`src/rtl/uart_tx_fifo.sv`:
```
// uart_tx_fifo: buffered UART transmitter with runtime data length, parity and stop-bit count.
// Latency: a word written into an empty FIFO while idle starts its start bit on the next clk edge.
//   Frames are sent back-to-back while words remain queued.
// Backpressure: o_tx_ready drops when the FIFO is full or rst is high. A same-cycle pop does not raise it.
// Ports:
//   clk, rst            clock and asynchronous active-high reset
//   i_tx_data/_valid    write side of the FIFO; o_tx_ready is the handshake
//   i_div_num           clk cycles per UART bit. Values below 2 are treated as 2.
//   i_data_bit          data bits per frame, clamped to 5..P_DATA_WIDTH
//   i_stop_bit          stop bits: 0 or 1 gives one stop bit; 2 or 3 gives two
//   i_check_bit         parity: 0 none, 1 odd, 2 even, 3 none
//   o_uart_tx           serial line, idle high
//   o_busy              a frame is in progress or the FIFO holds data
//   o_fifo_level        number of words stored
//   o_frame_done        single-cycle pulse during the last cycle of each frame
module uart_tx_fifo #(
  parameter int P_DATA_WIDTH = 8,
  parameter int P_FIFO_DEPTH = 16,
  parameter int P_DIV_WIDTH  = 24
) (
  input  logic                            clk,
  input  logic                            rst,
  input  logic [P_DATA_WIDTH-1:0]         i_tx_data,
  input  logic                            i_tx_valid,
  output logic                            o_tx_ready,
  input  logic [P_DIV_WIDTH-1:0]          i_div_num,
  input  logic [3:0]                      i_data_bit,
  input  logic [1:0]                      i_stop_bit,
  input  logic [1:0]                      i_check_bit,
  output logic                            o_uart_tx,
  output logic                            o_busy,
  output logic [$clog2(P_FIFO_DEPTH):0]   o_fifo_level,
  output logic                            o_frame_done
);

  localparam int AW = $clog2(P_FIFO_DEPTH);
  localparam int LW = AW + 1;
  localparam logic [LW-1:0]          LP_DEPTH    = LW'(P_FIFO_DEPTH);
  localparam logic [LW-1:0]          LP_LVL_ONE  = LW'(1);
  localparam logic [AW-1:0]          LP_PTR_ONE  = AW'(1);
  localparam logic [P_DIV_WIDTH-1:0] LP_DIV_ONE  = P_DIV_WIDTH'(1);
  localparam logic [P_DIV_WIDTH-1:0] LP_DIV_MIN  = P_DIV_WIDTH'(2);
  localparam logic [3:0]             LP_MAX_BITS = 4'(P_DATA_WIDTH);

  typedef enum logic [2:0] {
    S_IDLE,
    S_START,
    S_DATA,
    S_PARITY,
    S_STOP
  } state_t;

  // FIFO storage and pointers
  logic [P_DATA_WIDTH-1:0] mem_q [P_FIFO_DEPTH];
  logic [AW-1:0]           wr_ptr_q, rd_ptr_q;
  logic [LW-1:0]           level_q, level_d;
  logic                    push, pop;
  logic [P_DATA_WIDTH-1:0] head;

  // Serialiser state; frame config is held stable for the whole frame
  state_t                  state_q, state_d;
  logic [P_DIV_WIDTH-1:0]  div_q, div_d;
  logic [P_DIV_WIDTH-1:0]  div_cnt_q, div_cnt_d;
  logic [3:0]              nbits_q, nbits_d;
  logic [3:0]              bit_cnt_q, bit_cnt_d;
  logic                    two_stop_q, two_stop_d;
  logic                    par_en_q, par_en_d;
  logic                    par_bit_q, par_bit_d;
  logic [P_DATA_WIDTH-1:0] shift_q, shift_d;
  logic                    tx_q, tx_d;

  // Clamped config for the word currently at the FIFO head
  logic [P_DIV_WIDTH-1:0]  cfg_div;
  logic [3:0]              cfg_nbits;
  logic                    cfg_two_stop, cfg_par_en, cfg_par_bit;
  logic                    bit_end, load;

  assign o_tx_ready   = !rst && (level_q < LP_DEPTH);
  assign push         = i_tx_valid && o_tx_ready;
  assign head         = mem_q[rd_ptr_q];
  assign bit_end      = (div_cnt_q == div_q - LP_DIV_ONE);
  assign o_uart_tx    = tx_q;
  assign o_busy       = (state_q != S_IDLE) || (level_q != '0);
  assign o_fifo_level = level_q;

  always_comb begin
    cfg_div = (i_div_num < LP_DIV_MIN) ? LP_DIV_MIN : i_div_num;
    if (i_data_bit < 4'd5) begin
      cfg_nbits = 4'd5;
    end else if (i_data_bit > LP_MAX_BITS) begin
      cfg_nbits = LP_MAX_BITS;
    end else begin
      cfg_nbits = i_data_bit;
    end
    cfg_two_stop = i_stop_bit[1];
    cfg_par_en   = (i_check_bit == 2'd1) || (i_check_bit == 2'd2);
    // Parity covers only the bits actually sent
    cfg_par_bit  = 1'b0;
    for (int i = 0; i < P_DATA_WIDTH; i++) begin
      if (4'(i) < cfg_nbits) cfg_par_bit = cfg_par_bit ^ head[i];
    end
    if (i_check_bit == 2'd1) cfg_par_bit = ~cfg_par_bit;
  end

  always_comb begin
    state_d      = state_q;
    div_d        = div_q;
    nbits_d      = nbits_q;
    two_stop_d   = two_stop_q;
    par_en_d     = par_en_q;
    par_bit_d    = par_bit_q;
    shift_d      = shift_q;
    tx_d         = tx_q;
    bit_cnt_d    = bit_cnt_q;
    div_cnt_d    = bit_end ? '0 : div_cnt_q + LP_DIV_ONE;
    load         = 1'b0;
    o_frame_done = 1'b0;

    case (state_q)
      S_IDLE: begin
        div_cnt_d = '0;
        if (level_q != '0) load = 1'b1;
      end
      S_START: begin
        if (bit_end) begin
          state_d   = S_DATA;
          bit_cnt_d = '0;
          tx_d      = shift_q[0];
        end
      end
      S_DATA: begin
        if (bit_end) begin
          if (bit_cnt_q == nbits_q - 4'd1) begin
            bit_cnt_d = '0;
            if (par_en_q) begin
              state_d = S_PARITY;
              tx_d    = par_bit_q;
            end else begin
              state_d = S_STOP;
              tx_d    = 1'b1;
            end
          end else begin
            bit_cnt_d = bit_cnt_q + 4'd1;
            shift_d   = shift_q >> 1;
            tx_d      = shift_q[1];
          end
        end
      end
      S_PARITY: begin
        if (bit_end) begin
          state_d   = S_STOP;
          bit_cnt_d = '0;
          tx_d      = 1'b1;
        end
      end
      S_STOP: begin
        if (bit_end) begin
          if (bit_cnt_q == {3'b000, two_stop_q}) begin
            o_frame_done = 1'b1;
            // Chain straight into the next start bit when data is waiting
            if (level_q != '0) load = 1'b1;
            else state_d = S_IDLE;
          end else begin
            bit_cnt_d = bit_cnt_q + 4'd1;
          end
        end
      end
      default: state_d = S_IDLE;
    endcase

    if (load) begin
      state_d    = S_START;
      tx_d       = 1'b0;
      div_cnt_d  = '0;
      bit_cnt_d  = '0;
      div_d      = cfg_div;
      nbits_d    = cfg_nbits;
      two_stop_d = cfg_two_stop;
      par_en_d   = cfg_par_en;
      par_bit_d  = cfg_par_bit;
      shift_d    = head;
    end
  end

  assign pop = load;

  always_comb begin
    level_d = level_q;
    if (push && !pop) level_d = level_q + LP_LVL_ONE;
    else if (!push && pop) level_d = level_q - LP_LVL_ONE;
  end

  always_ff @(posedge clk) begin
    if (push) mem_q[wr_ptr_q] <= i_tx_data;
  end

  always_ff @(posedge clk or posedge rst) begin
    if (rst) begin
      wr_ptr_q   <= '0;
      rd_ptr_q   <= '0;
      level_q    <= '0;
      state_q    <= S_IDLE;
      div_q      <= LP_DIV_MIN;
      div_cnt_q  <= '0;
      nbits_q    <= LP_MAX_BITS;
      bit_cnt_q  <= '0;
      two_stop_q <= 1'b0;
      par_en_q   <= 1'b0;
      par_bit_q  <= 1'b0;
      shift_q    <= '0;
      tx_q       <= 1'b1;
    end else begin
      if (push) wr_ptr_q <= wr_ptr_q + LP_PTR_ONE;
      if (pop) rd_ptr_q <= rd_ptr_q + LP_PTR_ONE;
      level_q    <= level_d;
      state_q    <= state_d;
      div_q      <= div_d;
      div_cnt_q  <= div_cnt_d;
      nbits_q    <= nbits_d;
      bit_cnt_q  <= bit_cnt_d;
      two_stop_q <= two_stop_d;
      par_en_q   <= par_en_d;
      par_bit_q  <= par_bit_d;
      shift_q    <= shift_d;
      tx_q       <= tx_d;
    end
  end

endmodule

```
`config.mk`:
```
export PLATFORM = sky130hd
export DESIGN_NAME = uart_tx_fifo
export DESIGN_NICKNAME = d
export VERILOG_FILES = /design/src/rtl/uart_tx_fifo.sv
export SDC_FILE = /design/constraint.sdc
export NUM_CORES = 1
export LEC_CHECK = 0
export CAP_MARGIN = 20
export CORE_ASPECT_RATIO = 1.25
export CORE_MARGIN = 2
export CORE_UTILIZATION = 45
export DETAILED_ROUTE_END_ITERATION = 10
export GPL_TIMING_DRIVEN = 0
export PLACE_DENSITY = 0.61
export SETUP_SLACK_MARGIN = 0.05
export SKIP_LAST_GASP = 1
export SYNTH_ARGS = -nofsm -noshare
export SYNTH_HDL_FRONTEND = slang
export SYNTH_SLANG_ARGS = --single-unit
```
`constraint.sdc`:
```
create_clock -name clk -period 12.99 [get_ports clk]
set_clock_uncertainty 0.2 [all_clocks]
set_input_delay 1.299 -clock clk [delete_from_list [all_inputs] [get_ports clk]]
set_output_delay 1.299 -clock clk [all_outputs]
set_load 0.1 [all_outputs]
```
# Yosys cells after proc, flatten, opt, wreduce, memory -nomap -nowiden
# Memory sizes are Yosys's and may differ from the RTL's.
# Cells that the tools add are included.
# op_classes
muxes	54
bitwise	8
n_addsub	8
n_reduce_logical	22
n_eq_ne	20
n_lt_le_gt_ge	12
# ops
cell	count
2-to-1 mux 24 bit	4
2-to-1 mux 4 bit	8
2-to-1 mux 8 bit	4
2-to-1 mux 3 bit	9
adder 24 x 1 -> 24 bit, second input constant	1
== test 24 bit	1
< comparator 24 x 2 -> 1 bit, second input constant	1
!= test 3 bit, second input constant	8
subtractor 24 x 1 -> 24 bit, second input constant	1
2-to-1 mux 1 bit	23
< comparator 3 x 4 -> 1 bit, first input constant	4
case mux 3 bit (5 select lines)	1
adder 4 x 1 -> 4 bit, second input constant	3
case mux 4 bit (3 select lines)	1
2-to-1 mux 5 bit	2
< comparator 1 x 4 -> 1 bit, first input constant	2
< comparator 2 x 4 -> 1 bit, first input constant	2
AND reduction 8 bit	1
nonzero test 4 bit	2
XOR 1 bit	7
== test 3 x 2 -> 1 bit, second input constant	2
nonzero test 2 bit	3
adder 5 x 1 -> 5 bit, second input constant	1
< comparator 5 bit, second input constant	1
25 further kinds	32
# word_totals
ff_bits	84
mem_bits_rw	128
elab_cells	138
mem_count	1
output_inout_bits	9
input_bits	43
# memory_table
name	depth	word_bits	read_ports	rd_ports_with_merged_regs	write_ports	line	text
mem_q	16	8	1	0	1	54	logic [P_DATA_WIDTH-1:0] mem_q [P_FIFO_DEPTH];

# Depth between registers and ports, before layout
# Gate-level depths: netlist of the first run.
# depth
ltp_word	21
depth_mapped	20
depth_no_buf	17

# Worst setup path after synthesis of the first run
# No wires, ideal clock.
# synth_path
path_kind	reg-to-output
start	register div_q[1]
end	output port o_frame_done
stages_incl_launch_ff	12
required_ns	11.491
arrival_ns	4.618
path_slack_ns	6.873
path_buffers	1
cell_sequence	dfstp_2 -> inv_1 -> ha_1 -> nor3b_2 -> nand4_1 -> mux2_2 -> or3b_2 -> a21oi_1 -> and4_1 -> buf_6 -> nand2_1 -> nor3_1
# synth_via
elab_chain_len	4
# synth_lines
item	line	text
from (decl)	62	logic [P_DIV_WIDTH-1:0] div_q, div_d;
from (signal assigned)	217	div_q <= div_d;
subtractor 24 x 1 -> 24 bit	81	assign bit_end = (div_cnt_q == div_q - LP_DIV_ONE);
== test 24 bit	81	
2-to-1 mux 1 bit	157	if (bit_end) begin
2-to-1 mux 1 bit	119	case (state_q)
to (decl)	33	output logic o_frame_done
# Every way passes these cells.

# Worst setup path in the final report of the first run
# layout_path
start	register div_q[0]
end	output port o_frame_done
# The elaborated chain is that of the path after synthesis.

==> summary.txt, run 1 <==
Critical path
  • Cell chain of the critical path: inv_1 > ha_1 > nor3b_2 > nand4_1 > mux2_2 > or3b_2 > a21oi_1 > and4_1 > buf_6 > nand2_1 > nor3_1 > clkdlybuf4s50_1
  • Buf/Inv on CP: 3
  • Required @ worst endpoint: 11490 ps
  • Startpoint types: flip-flop
  • Max stage delay cell, worst path: clkdlybuf4s50_1
  • Critical Path AT: 4860 ps
  • CP peak stage delay: 1160 ps
  • CP delay by family, top: simple AND/OR/NAND/NOR gates
  • Crit Path Max Fanout: 9
  • CP endpoint kind: output port
  • Critical path class: reg2out

Pwr
  • Leak Pwr: 4.23 nW
  • Pwr per Cell Area: 148 nW/um^2
  • Overall power: 1.72 mW
  • VDD IR max: 0.130 mV

Timing
  • Final Hold Viols: 0
  • Fmax: 157 MHz
  • Minimum clock period: 6360 ps
  • RSZ-0062 raised after global routing: false
  • Pins over their slew limit: 0
  • Total negative slack: 0 ps
  • Finish-stage setup viols: 0
  • Relative slew slack: 25.1%
  • Final period util: 49.0%
  • Hold WS: 272 ps
  • Least-Margin Pin Slew: 1110 ps

Final layout
  • Most common cell after layout, fill and taps aside: edfxtp_1
  • Most frequent cells in the layout: 128 x edfxtp_1, 81 x dfrtp_1, 63 x nor2_1
  • Share of cells above drive strength 1: 16.5%
  • Area growth, synth to finish: 16.1%
  • # nets final: 866
  • Final std cells w/o fill: 1107
  • Diodes inserted: 0
  • Design area: 11600 sq um

Global route
  • Tot GR Track Use: 19.0%
  • Vias in the first global route: 6463
  • First-pass GRT wire length: 34.0 mm
  • Antenna violations before repair: 0
  • Grt ovf: 0
  • Largest net degree at the start of global routing: 66

Floorplan
  • Chip height: 171 um
  • Die area: 23500 sq um
  • Starting density of the core: 45.4%
  • Boundary pin count: 52
  • Die X: 137 um
  • Row count: 61
  • Core area: 22100 sq um

CTS
  • Sink Count: 212
  • Post-cts resize count: 0
  • CTS max path bufs: 3
  • CTS H-Tree Depth: 1
  • Clock root cell: clkbuf_16
  • Num CTS Buffers: 22
  • CTS tree: yes
  • Cts hold-fix bufs: 0
  • Clk slew on worst S/H paths: 60 ps
  • Clk_lat worst skew: 500 ps
  • Post-CTS Setup Inserts: 0

Synth
  • Syn Inst Count: 733
  • Synth Register Bits: 212
  • Fraction of the mapped netlist area in adder cells: 1.95%
  • Netlist cell types: 68
  • Synth Net Count: 791
  • YS warnings: 0
  • Synth Area in Simple Gates: 12.8%
  • Largest family of logic cells by synthesized area: simple AND/OR/NAND/NOR gates
  • Mux share of post-synthesis cell area: 11.6%
  • Compound-gate portion of the synthesized area: 5.68%
  • Sequential area share after synthesis: 59.4%
  • Top_reg_cell synth: edfxtp_1
  • Avg Inst Size Synth: 13.7 sq um
  • FFs w/ async S/R, synth: 39.6%
  • Synth Area in XOR/XNOR: 6.38%
  • Mapped Area: 10000 sq um
  • Number of synthesized flops with an enable pin: 128

Placed design
  • GP Congestion: 0.851
  • Placed cell area: 10900 sq um
  • Port Buffers: 50
  • DP HPWL: 15.5 mm
  • DP Cell Count: 1067

Detailed routing
  • DR iter-0 viols: 303
  • ANT nets after route: 0
  • Initial DRT Pass Iterations: 4
  • Drc violations: 0
  • Routed length per instance: 19.6 um
  • DRT Wirelength: 21.7 mm
  • Via density: 5.60
  • Vias: 6202

Flow run
  • Max Cap Violations: 0

Run status
  • Status: completed

Min path
  • Hold Path Class: reg2reg
-- synth_stat cells, types with 4 or more instances --
| cell | number | area share [%] |
|---|---|---|
| o21ai_0 | 22 | 1.1 |
| nand3_1 | 19 | 0.95 |
| and2_1 | 19 | 1.2 |
| or4_1 | 4 | 0.30 |
| buf_2 | 10 | 0.50 |
| a21oi_1 | 16 | 0.80 |
| and3b_1 | 4 | 0.35 |
| nor2_1 | 63 | 2.4 |
| and3_1 | 15 | 0.94 |
| or3_1 | 5 | 0.31 |
| nand3b_1 | 6 | 0.45 |
| a221oi_1 | 4 | 0.35 |
| a31oi_1 | 4 | 0.25 |
| a22o_1 | 4 | 0.35 |
| inv_1 | 18 | 0.67 |
| nand2_1 | 33 | 1.2 |
| nand2b_1 | 5 | 0.31 |
| nor3b_1 | 4 | 0.30 |
| nor4_1 | 10 | 0.62 |
| mux2_2 | 29 | 3.3 |
| xor2_1 | 27 | 2.4 |
| edfxtp_1 | 128 | 38 |
| o31ai_1 | 9 | 0.67 |
| clkbuf_1 | 15 | 0.56 |
| nor3_1 | 15 | 0.75 |
| mux4_2 | 35 | 7.9 |
| xnor2_1 | 46 | 4.0 |
| nand4_1 | 11 | 0.69 |
| ha_1 | 14 | 1.7 |
| dfrtp_1 | 81 | 20 |
-- final timing paths --
kind	from	cells past startpoint	end	slack [ps]
worst max-delay path	div_q[0]	12	o_frame_done	6630
worst min-delay path	par_bit_q	2	par_bit_q	270
worst max register to register	div_q[0]	20	o_fifo_level[4]	8000
worst min register to register	par_bit_q	2	par_bit_q	270
max in group asynchronous	rst	3	div_q[1]	11000
min in group asynchronous	rst	2	o_fifo_level[3]	930
-- cells by family after synthesis --
group,after synthesis
compound gates,84
xor+xnor,73
fa+ha+maj,15
buf+inv,48
flops,212
mux,68
simple gates,233
-- where the power goes --
part	leakage (nW)	internal [mW]	switching (mW)	total, mW
Sequential	2.19	0.758	0.0435	0.801
Clock	0.355	0.382	0.254	0.636
Combinational	1.69	0.111	0.169	0.280
-- stage by stage --
stage	worst slack, ps	util [%]
2_1_floorplan	6870	-
3_3_place_gp	7230	49.3
3_5_place_dp	7160	49.4
4_1_cts	6620	52.7
5_1_grt	6420	52.7
6_report	6630	52.7
-- worst reg2reg max path: stages (launching register included) --
cell	delay [ps]
dfrtp_1	460
inv_1	90
ha_1	200
nor3b_2	420
nand4_1	260
mux2_2	330
or3b_2	460
a21oi_1	120
and4_1	280
buf_6	170
a31oi_4	130
buf_6	180
buf_2	210
ha_1	240
inv_1	140
ha_1	280
a21o_1	190
a21oi_1	160
xnor2_1	130
nor2_1	70
xor2_1	150
-- flip-flops by register name, indices dropped and copies added, names as in the netlist, 3 cells and up --
name / count
rd_ptr_q: 4
bit_cnt_q: 4
o_fifo_level: 5
mem_q: 128
nbits_q: 4
div_q: 24
state_q: 3
wr_ptr_q: 4
shift_q: 8
div_cnt_q: 24
-- metal layers --
metal / vias to the layer above / track usage, % / part of all wire (%)
li1: 2899 / - / -
met1: 3142 / 22.4 / 40
met2: 123 / 35.3 / 54
met3: 38 / 2.52 / 3.7
met4: 0 / 6.19 / 2.7
met5: - / 0 / 0
-- final cells by class --
type,instances,area [sq um]
Multi-Input combinational cell,473,3850
Timing Repair Buffer,51,528
Fill cell,1811,10400
Clock buffer,27,591
Tap cell,283,354
Buffer,30,151
Sequential cell,212,5950
Inverter,18,70.1
Clock inverter,13,139
No activity file was read; power rests on OpenSTA's default activity.
==> run 2, diff against run 1 <==
==> constraint.sdc (replaced) <==
create_clock -name clk -period 6.2 [get_ports clk]
set_clock_uncertainty 0.2 [all_clocks]
set_input_delay 0.62 -clock clk [delete_from_list [all_inputs] [get_ports clk]]
set_output_delay 0.62 -clock clk [all_outputs]
set_load 0.1 [all_outputs]
==> results of run 2 <==
Same layout as run 1 (identical final DEF). Status: completed.
Among the figures that moved: setup slack after placement 7160 ps -> 1050 ps; setup slack after layout 6630 ps -> 518 ps; hold slack 272 ps -> 252 ps; register-to-register setup slack 8000 ps -> 1210 ps; total power 1.72 mW -> 3.60 mW; worst IR drop on VDD 0.130 mV -> 0.272 mV
